**src/rtl/music_player.sv**
```systemverilog
// music_player: steps a beat index through a tone lookup and plays each returned tone as a square wave.
module music_player #(
  parameter int unsigned CLK_FREQ   = 100_000_000,
  parameter int unsigned BEAT_FREQ  = 8,
  parameter int unsigned BEAT_LEN   = 32,
  parameter int unsigned SILENCE_HZ = 20000
) (
  input  logic        clk,
  input  logic        rst,
  input  logic        play,
  input  logic        loop,
  input  logic [31:0] tone,
  output logic [7:0]  ibeat_num,
  output logic        audio_out,
  output logic        beat_tick,
  output logic        playing,
  output logic        done
);
  typedef enum logic [1:0] {IDLE, PLAY, PAUSE} state_e;
  localparam logic [31:0] TICKS_M1 = CLK_FREQ / BEAT_FREQ - 1;
  localparam logic [31:0] CLK_HZ   = CLK_FREQ;
  localparam logic [31:0] SIL_HZ   = SILENCE_HZ;
  localparam logic [7:0]  LAST     = 8'(BEAT_LEN - 1);
  state_e      state_q, state_d;
  logic [31:0] timer_q, timer_d, acc_q, acc_d, tone_q, sum;
  logic [7:0]  beat_q, beat_d;
  logic        audio_q, audio_d, tick_q, tick_d, done_q, done_d, playing_q, playing_d;
  logic        wrap, last, rest, step, run;
  // tone from the lookup is retimed so pitch follows the beat index one cycle later
  always_ff @(posedge clk) tone_q <= tone;
  // state, beat position and oscillator registers; active-low reset overrides everything
  always_ff @(posedge clk) begin
    if (!rst) begin
      state_q   <= IDLE;
      timer_q   <= '0;
      beat_q    <= '0;
      acc_q     <= '0;
      audio_q   <= 1'b0;
      tick_q    <= 1'b0;
      done_q    <= 1'b0;
      playing_q <= 1'b0;
    end else begin
      state_q   <= state_d;
      timer_q   <= timer_d;
      beat_q    <= beat_d;
      acc_q     <= acc_d;
      audio_q   <= audio_d;
      tick_q    <= tick_d;
      done_q    <= done_d;
      playing_q <= playing_d;
    end
  end
  // sequencing of play/pause/song end plus the phase-accumulator square-wave generator
  always_comb begin
    wrap    = timer_q == TICKS_M1;
    last    = beat_q == LAST;
    rest    = tone_q == '0 || tone_q >= SIL_HZ;
    sum     = acc_q + {tone_q[30:0], 1'b0};
    step    = sum >= CLK_HZ;
    state_d = state_q;
    timer_d = timer_q;
    beat_d  = beat_q;
    tick_d  = 1'b0;
    done_d  = 1'b0;
    case (state_q)
      IDLE: if (play) begin
        state_d = PLAY;
        timer_d = '0;
        beat_d  = '0;
      end
      PAUSE: state_d = play ? PLAY : PAUSE;
      PLAY: begin
        timer_d = wrap ? '0 : timer_q + 32'd1;
        tick_d  = wrap;
        done_d  = wrap && last;
        beat_d  = !wrap ? beat_q : last ? 8'd0 : beat_q + 8'd1;
        state_d = (wrap && last && !loop) ? IDLE : play ? PLAY : PAUSE;
      end
      default: state_d = IDLE;
    endcase
    run       = state_q == PLAY && state_d == PLAY && !rest;
    acc_d     = !run ? '0 : step ? sum - CLK_HZ : sum;
    audio_d   = run && (audio_q ^ step);
    playing_d = state_d == PLAY;
  end
  assign ibeat_num = beat_q;
  assign audio_out = audio_q;
  assign beat_tick = tick_q;
  assign done      = done_q;
  assign playing   = playing_q;
endmodule

```
**config.mk**
```make
export PLATFORM = sky130hd
export DESIGN_NAME = music_player
export DESIGN_NICKNAME = d
export VERILOG_FILES = /design/src/rtl/music_player.sv
export SDC_FILE = /design/constraint.sdc
export NUM_CORES = 1
export LEC_CHECK = 0
export ABC_AREA = 1
export CAP_MARGIN = 20
export CORE_MARGIN = 1.5
export CORE_UTILIZATION = 50
export DETAILED_ROUTE_END_ITERATION = 10
export HOLD_SLACK_MARGIN = 0.03
export PLACE_DENSITY = 0.73
export SLEW_MARGIN = 20
export SYNTH_ARGS = -nofsm -noshare
export SYNTH_HDL_FRONTEND = slang
export SYNTH_SLANG_ARGS = --single-unit
```
**constraint.sdc**
```tcl
create_clock -name clk -period 6.4 [get_ports clk]
set_clock_uncertainty 0.05 [all_clocks]
set_input_delay 1.28 -clock clk [delete_from_list [all_inputs] [get_ports clk]]
set_output_delay 1.28 -clock clk [all_outputs]
set_load 0.05 [all_outputs]
```
==> results of run 1 <==
[stage by stage]
| step | instances | util | total power, mW | cell area (sq um) | hold WS (ps) |
|---|---|---|---|---|---|
| 2_1_floorplan | 1190 | - | 0.818 | 7270 | 395 |
| 3_3_place_gp | 1408 | 0.564 | 0.873 | 7910 | 406 |
| 3_5_place_dp | 1408 | 0.564 | 0.874 | 7910 | 428 |
| 4_1_cts | 1424 | 0.585 | 1.44 | 8210 | 441 |
| 5_1_grt | 1424 | 0.585 | 1.49 | 8210 | 468 |
| 6_report | 1425 | 0.585 | 1.42 | 8220 | 442 |
[logic make-up (layout without fill, tap and decap cells)]
logic type	after synthesis	after routing	synth area share
adder cells (fa/ha/maj)	34	34	0.0596
buffers and inverters	206	260	0.110
other	0	1	0
XOR/XNOR	17	17	0.0205
AND/OR/NAND/NOR	718	718	0.430
AO/OA/AOI/OAI	106	106	0.0799
flip-flops	109	109	0.300
[synth_stat cells (10+ instances only)]
cell type,number,area share
nand2_1,375,0.19
inv_1,167,0.086
nor2_1,150,0.077
dfxtp_1,109,0.30
nand3_1,81,0.056
a21oi_1,66,0.045
ha_1,33,0.057
inv_2,25,0.013
nand2_2,23,0.020
o21ai_0,22,0.015
nand4_1,21,0.018
nor3_1,16,0.011
nor2_2,13,0.011
nor4_1,10,0.0086
xor2_1,10,0.012
[power by group through the flow]
stage,clock network [mW],registers [mW],logic (mW)
6_report,0.562,0.702,0.158
5_1_grt,0.606,0.703,0.176
4_1_cts,0.579,0.702,0.157
3_5_place_dp,0,0.718,0.156
3_3_place_gp,0,0.718,0.155
2_1_floorplan,0,0.716,0.102
[cell type report]
class | instances | area [sq um]
Antenna cell | 1 | 2.50
Clock buffer | 9 | 225
Clock inverter | 7 | 75.1
Fill cell | 1410 | 5830
Inverter | 194 | 728
Multi-Input combinational cell | 875 | 4290
Sequential cell | 109 | 2180
Tap cell | 180 | 225
Timing Repair Buffer | 50 | 493
[worst register-to-register path: stages, from the launching register on]
cell	delay [ps]
dfxtp_1	330
ha_1	240
fa_1	430
nand2_1	110
nand2_1	80
nand3_2	80
nand2_2	100
xnor2_1	340
ha_1	260
nand3_1	130
nor2_1	160
nor2_2	70
nand2_1	110
nand2_2	80
nand3_2	90
nand3_4	380
inv_1	240
nand2_1	70
nand2_1	70
nor2_1	40
[sequential cells by signal (all words and copies together) (netlist names)]
| register | cells |
|---|---|
| acc_q | 31 |
| playing | 1 |
| ibeat_num | 8 |
| beat_tick | 1 |
| timer_q | 32 |
| audio_out | 1 |
| tone_q | 32 |
| state_q | 2 |
| done | 1 |
[routing by layer]
| metal | routed length (um) | part of all wire | global-route usage |
|---|---|---|---|
| met5 | 0 | 0 | 0 |
| met4 | 692 | 0.037 | 0.119 |
| met3 | 989 | 0.052 | 0.0475 |
| met2 | 8560 | 0.45 | 0.431 |
| met1 | 8660 | 0.46 | 0.327 |
[placed cells by master (no fill, tap or decap), drive strengths merged, types with 2 or more instances in the layout]
| cell type | count |
|---|---|
| or4 | 2 |
| or2 | 4 |
| and2 | 4 |
| ha | 33 |
| nor3 | 20 |
| clkdlybuf4s50 | 47 |
| xnor2 | 7 |
| clkbuf | 9 |
| dfxtp | 109 |
| nor4 | 10 |
| clkinv | 5 |
| o21ai | 24 |
| nor2 | 164 |
| nand4 | 21 |
| nor3b | 4 |
| nand2 | 398 |
| o211a | 2 |
| buf | 3 |
| xor2 | 10 |
| o31ai | 2 |
| nand3 | 89 |
| o21bai | 2 |
| a221oi | 2 |
| inv | 196 |
| a21oi | 67 |
[how the worst max path moves through the flow]
stage,endpoint,slack (ps),from
finish,acc_q[8],2840,tone_q[0]
global route,acc_q[8],2450,tone_q[2]
CTS,acc_q[8],2860,tone_q[0]
detailed placement,acc_q[7],2570,rst
global placement,acc_q[1],2670,rst
floorplan,acc_q[15],3550,acc_q[1]
==> impl_metrics.json, run 1 <==
{
  "numCtsBuffers": 9,
  "place_ws_ps": 2570,
  "p_int_mw": 1.03,
  "overflow": 0,
  "track_usage": 0.260,
  "cts_resized": 0,
  "hpwl_um": 15100,
  "p_sw_frac": 0.277,
  "synthesis.nets": 1260,
  "arrival_ps": 3770,
  "clk_pin_slew_ps": 80,
  "drive_above_1_share": 0.0796,
  "hold_start": "timer_q[20]",
  "combinationalPowerShare": 0.111,
  "slowest_stage": "fa_1",
  "syn_area_per_cell_sq_um": 6.11,
  "slew_headroom": 0.276,
  "power_density_nw_per_um2": 173,
  "first_pass_iters": 5,
  "max-cap-violations": 0,
  "tightest_slew_ps": 1080,
  "grt_pass1_vias": 6599,
  "p_clk_frac": 0.395,
  "timing_hold_violations_final": 0,
  "core_sq_um": 14000,
  "grt_pass1_wl_um": 30500,
  "fp.dieArea_sq_um": 15300,
  "ir_drop_mv": 0.131,
  "clockBufferDepth": 2,
  "cts-htree-levels": 3,
  "path_cells": "ha_1 -> fa_1 -> nand2_1 -> nand2_1 -> nand3_2 -> nand2_2 -> xnor2_1 -> ha_1 -> nand3_1 -> nor2_1 -> nor2_2 -> nand2_1 -> nand2_2 -> nand3_2 -> nand3_4 -> inv_1 -> nand2_1 -> nand2_1 -> nor2_1",
  "area_delta_synth_final_pct": 13.1,
  "port_buffers": 47,
  "hold_buffers": 0,
  "critPathBufInv": 1,
  "r2r-start": "tone_q[0]",
  "cp_max_fo": 43,
  "ant_nets": 0,
  "holdPathEnd": "timer_q[20]",
  "synth-seq-cells": 109,
  "fmax_mhz": 281,
  "cts_setup_buffers": 0,
  "cts_num_sinks": 109,
  "cp.depth": 19,
  "nets": 1309,
  "synthFlopType": "dfxtp_1",
  "rows": 43,
  "crit_path_start_kind": "flop",
  "grt_max_degree": 44,
  "die_y_um": 124,
  "critical_path.most_common_cell": "nand2_1",
  "min_period_ps": 3560,
  "period_share": 0.556,
  "antenna_found_initial": 1,
  "start_util": 0.518,
  "vias_per_cell": 5.13,
  "finalWirelength_um": 18900,
  "critical_path_class": "flop to flop",
  "cp.required_ps": 6610,
  "tritoncts": "built",
  "min_path_type": "flop to flop",
  "finalMaxSlewViolations": 0,
  "p_switching_mw": 0.394,
  "status": "completed",
  "vias": 7308,
  "max_stage_delay_ps": 430,
  "fin_setup_tns_ps": 0,
  "drc": 0,
  "drtIter0Drc": 443,
  "place.gp.congestion": 0.956,
  "synth_warnings": 0,
  "syn_inst": 1190,
  "leakagePower_nw": 3.90,
  "r2r_cells": 19,
  "min_path_cells": 2,
  "synth_area_sq_um": 7270,
  "clk_latency_ps": 360,
  "io_pins": 48,
  "async_flop_share": 0,
  "r2r_end": "acc_q[8]",
  "r2r_slack_ps": 2840,
  "setup_violations": 0,
  "grt_setup_unrepaired": "false",
  "seqPwrFrac": 0.494,
  "path_delay_family": "simple AND/OR/NAND/NOR gates",
  "fin_ws_ps": 2840,
  "die_x_um": 124,
  "wire_per_inst_um": 13.3,
  "endpoint_kind": "flop",
  "synth-seq-area-share": 0.300,
  "cts-root-buf": "clkbuf_16",
  "synth_edf_count": 0,
  "synthDistinctLibCells": 45
}
Power figures use the tool's default switching activity.
==> inputs of run 2 (changes only) <==
--- a/config.mk
+++ b/config.mk
@@ -11,7 +11,7 @@
 export CORE_UTILIZATION = 50
 export DETAILED_ROUTE_END_ITERATION = 10
 export HOLD_SLACK_MARGIN = 0.03
-export PLACE_DENSITY = 0.73
+export PLACE_DENSITY = 0.76
 export SLEW_MARGIN = 20
 export SYNTH_ARGS = -nofsm -noshare
 export SYNTH_HDL_FRONTEND = slang
==> constraint.sdc (replaced) <==
create_clock -name clk -period 2.87 [get_ports clk]
set_clock_uncertainty 0.05 [all_clocks]
set_input_delay 0.574 -clock clk [delete_from_list [all_inputs] [get_ports clk]]
set_output_delay 0.574 -clock clk [all_outputs]
set_load 0.05 [all_outputs]
==> run 2 against run 1 <==
  * The run now ends with setup timing left
  * Setup slack worse by 2900 ps
  * Worst hold slack worse by 19 ps
  * Combinational power grew to 3.0 times the previous value
  * Maximum frequency is 22% higher
  * First-iteration DRC count rose by 5.9%
  * Largest power group unchanged
  * Cell count up 3.9%
==> impl_metrics.json, run 2 (synthesis gave the netlist of run 1 again) <==
{
  "max_stage_delay_ps": 400,
  "fin_area_sq_um": 9420,
  "seqPwrFrac": 0.467,
  "drive_above_1_share": 0.214,
  "drtIter0Drc": 469,
  "grt_max_degree": 26,
  "slowest_stage": "fa_2",
  "fp.dieArea_sq_um": 15300,
  "setup_violations": 24,
  "violations": "setup timing",
  "nets": 1366,
  "placed_area_sq_um": 8240,
  "final_cell_mix": "341 x nand2_1, 166 x inv_1, 129 x nor2_1",
  "ir_drop_mv": 0.331,
  "rows": 43,
  "p_switching_mw": 0.898,
  "place_ws_ps": -93.0,
  "numCtsBuffers": 9,
  "io_pins": 48,
  "wire_per_inst_um": 14.7,
  "fin_ws_ps": -56.4,
  "cts-htree-levels": 3,
  "clockBufferDepth": 2,
  "track_usage": 0.273,
  "hold_buffers": 0,
  "gr-usage-met2": 0.461,
  "use_met3": 0.0447,
  "use_met1": 0.343,
  "fmax_mhz": 342,
  "final_common_cell": "nand2_1",
  "p_clk_frac": 0.393,
  "cp_max_fo": 7,
  "finalWirelength_um": 21800,
  "max-cap-violations": 0,
  "status": "complete, but fails checks",
  "multi_input_area_sq_um": 4910,
  "min_path_type": "flop to flop",
  "ant_nets": 0,
  "tightest_slew_ps": 581,
  "regArea_sq_um": 2190,
  "overflow": 0,
  "vias_per_cell": 5.26,
  "top_usage_layer": "met2",
  "slew_headroom": 0.609,
  "start_util": 0.518,
  "place.gp.congestion": 0.957,
  "period_share": 1.02,
  "grt_pass1_wl_um": 32400,
  "first_pass_iters": 6,
  "tritoncts": "built",
  "timing_hold_violations_final": 0,
  "power_density_nw_per_um2": 357,
  "combinationalPowerShare": 0.140,
  "core_sq_um": 14000,
  "die_y_um": 124,
  "port_buffers": 47,
  "crit_path_start_kind": "flop",
  "die_x_um": 124,
  "vias": 7789,
  "cp.required_ps": 3070,
  "min_period_ps": 2930,
  "leakagePower_nw": 4.26,
  "r2r_slack_ps": -60,
  "finalMaxSlewViolations": 0,
  "cts_num_sinks": 109,
  "cts-root-buf": "clkbuf_16",
  "path_cells": "ha_4 -> fa_2 -> buf_4 -> nand3_1 -> nand3_2 -> nand2_1 -> nand3_1 -> nand2_2 -> nand2_1 -> nor2_2 -> nand2_2 -> nand2_2 -> nand3_4 -> nand3_4 -> buf_12 -> nand2_4 -> nor2_2 -> nor2_1",
  "antenna_found_initial": 0,
  "drc": 0,
  "grt_setup_unrepaired": "true",
  "hpwl_um": 15900,
  "grt_pass1_vias": 7031,
  "area_delta_synth_final_pct": 29.6,
  "diodes": 0,
  "clk_pin_slew_ps": 80,
  "critical_path.most_common_cell": "nand2_2",
  "r2r_cells": 18,
  "critical_path_class": "flop to flop",
  "largest_registers": "timer_q x32, tone_q x32, acc_q x31",
  "fill_cells": 1210,
  "min_path_cells": 2,
  "arrival_ps": 3130,
  "clk_latency_ps": 360,
  "endpoint_kind": "flop",
  "p_sw_frac": 0.267,
  "p_int_mw": 2.47
}
-- run 2: cell count changes in the layout (fill, tap and decap cells not counted), sizes merged --
cell and delta:
bufinv +1, clkbuf +5, inv -2, clkinv -1, buf +54, diode -1
-- run 2: final timing paths --
check                            startpoint           to
worst max-delay path              tone_q[0]    acc_q[11]
worst min-delay path            timer_q[31]  timer_q[31]
worst max register to register    tone_q[0]    acc_q[11]
worst min register to register  timer_q[31]  timer_q[31]
-- run 2: power groups by stage --
stage	combinational, mW	clock, mW	sequential (mW)
final	0.471	1.32	1.57
after floorplan	0.227	0	1.60
after detailed placement	0.386	0	1.60
after global routing	0.511	1.41	1.57
after CTS	0.401	1.36	1.56
after global placement	0.383	0	1.60
-- run 2: layout make-up --
cell class,instances,share of cell area
inverter,194,0.0779
sequential,109,0.233
clock buffer,11,0.0258
tap,180,0.0239
timing repair buffer,107,0.110
multi-input combinational,875,0.522
clock inverter,5,0.00824
-- run 2: layer usage --
layer | routed length (um) | part of all wire
met5 | 0 | 0
met3 | 1340 | 0.061
met1 | 9250 | 0.42
met4 | 873 | 0.040
met2 | 10300 | 0.47
-- run 2: through the flow --
stage	util	power (mW)	instances	TNS, ps	hold WS, ps
6_report	0.671	3.36	1481	-521	423
5_1_grt	0.671	3.49	1481	-4420	451
4_1_cts	0.620	3.32	1468	0	430
3_5_place_dp	0.587	1.99	1446	-749	419
3_3_place_gp	0.587	1.98	1446	-182	406
2_1_floorplan	-	1.82	1190	0	395
-- run 2: critical path: cells and delay by family (launching register included) --
kind / cells / cell delay, ps
adder cells (fa/ha/maj): 2 / 560
buffers and inverters: 2 / 340
flip-flops: 1 / 340
AND/OR/NAND/NOR: 14 / 1520
-- run 2: timing repair --
action / 4_1_cts / 5_1_grt
endpoints found under the hold margin: 0 / 0
pin swaps: 7 / 43
endpoints found under the setup margin: 22 / 26
resized for setup: 23 / 134
cloned: 1 / 3
buffers inserted: 5 / 12
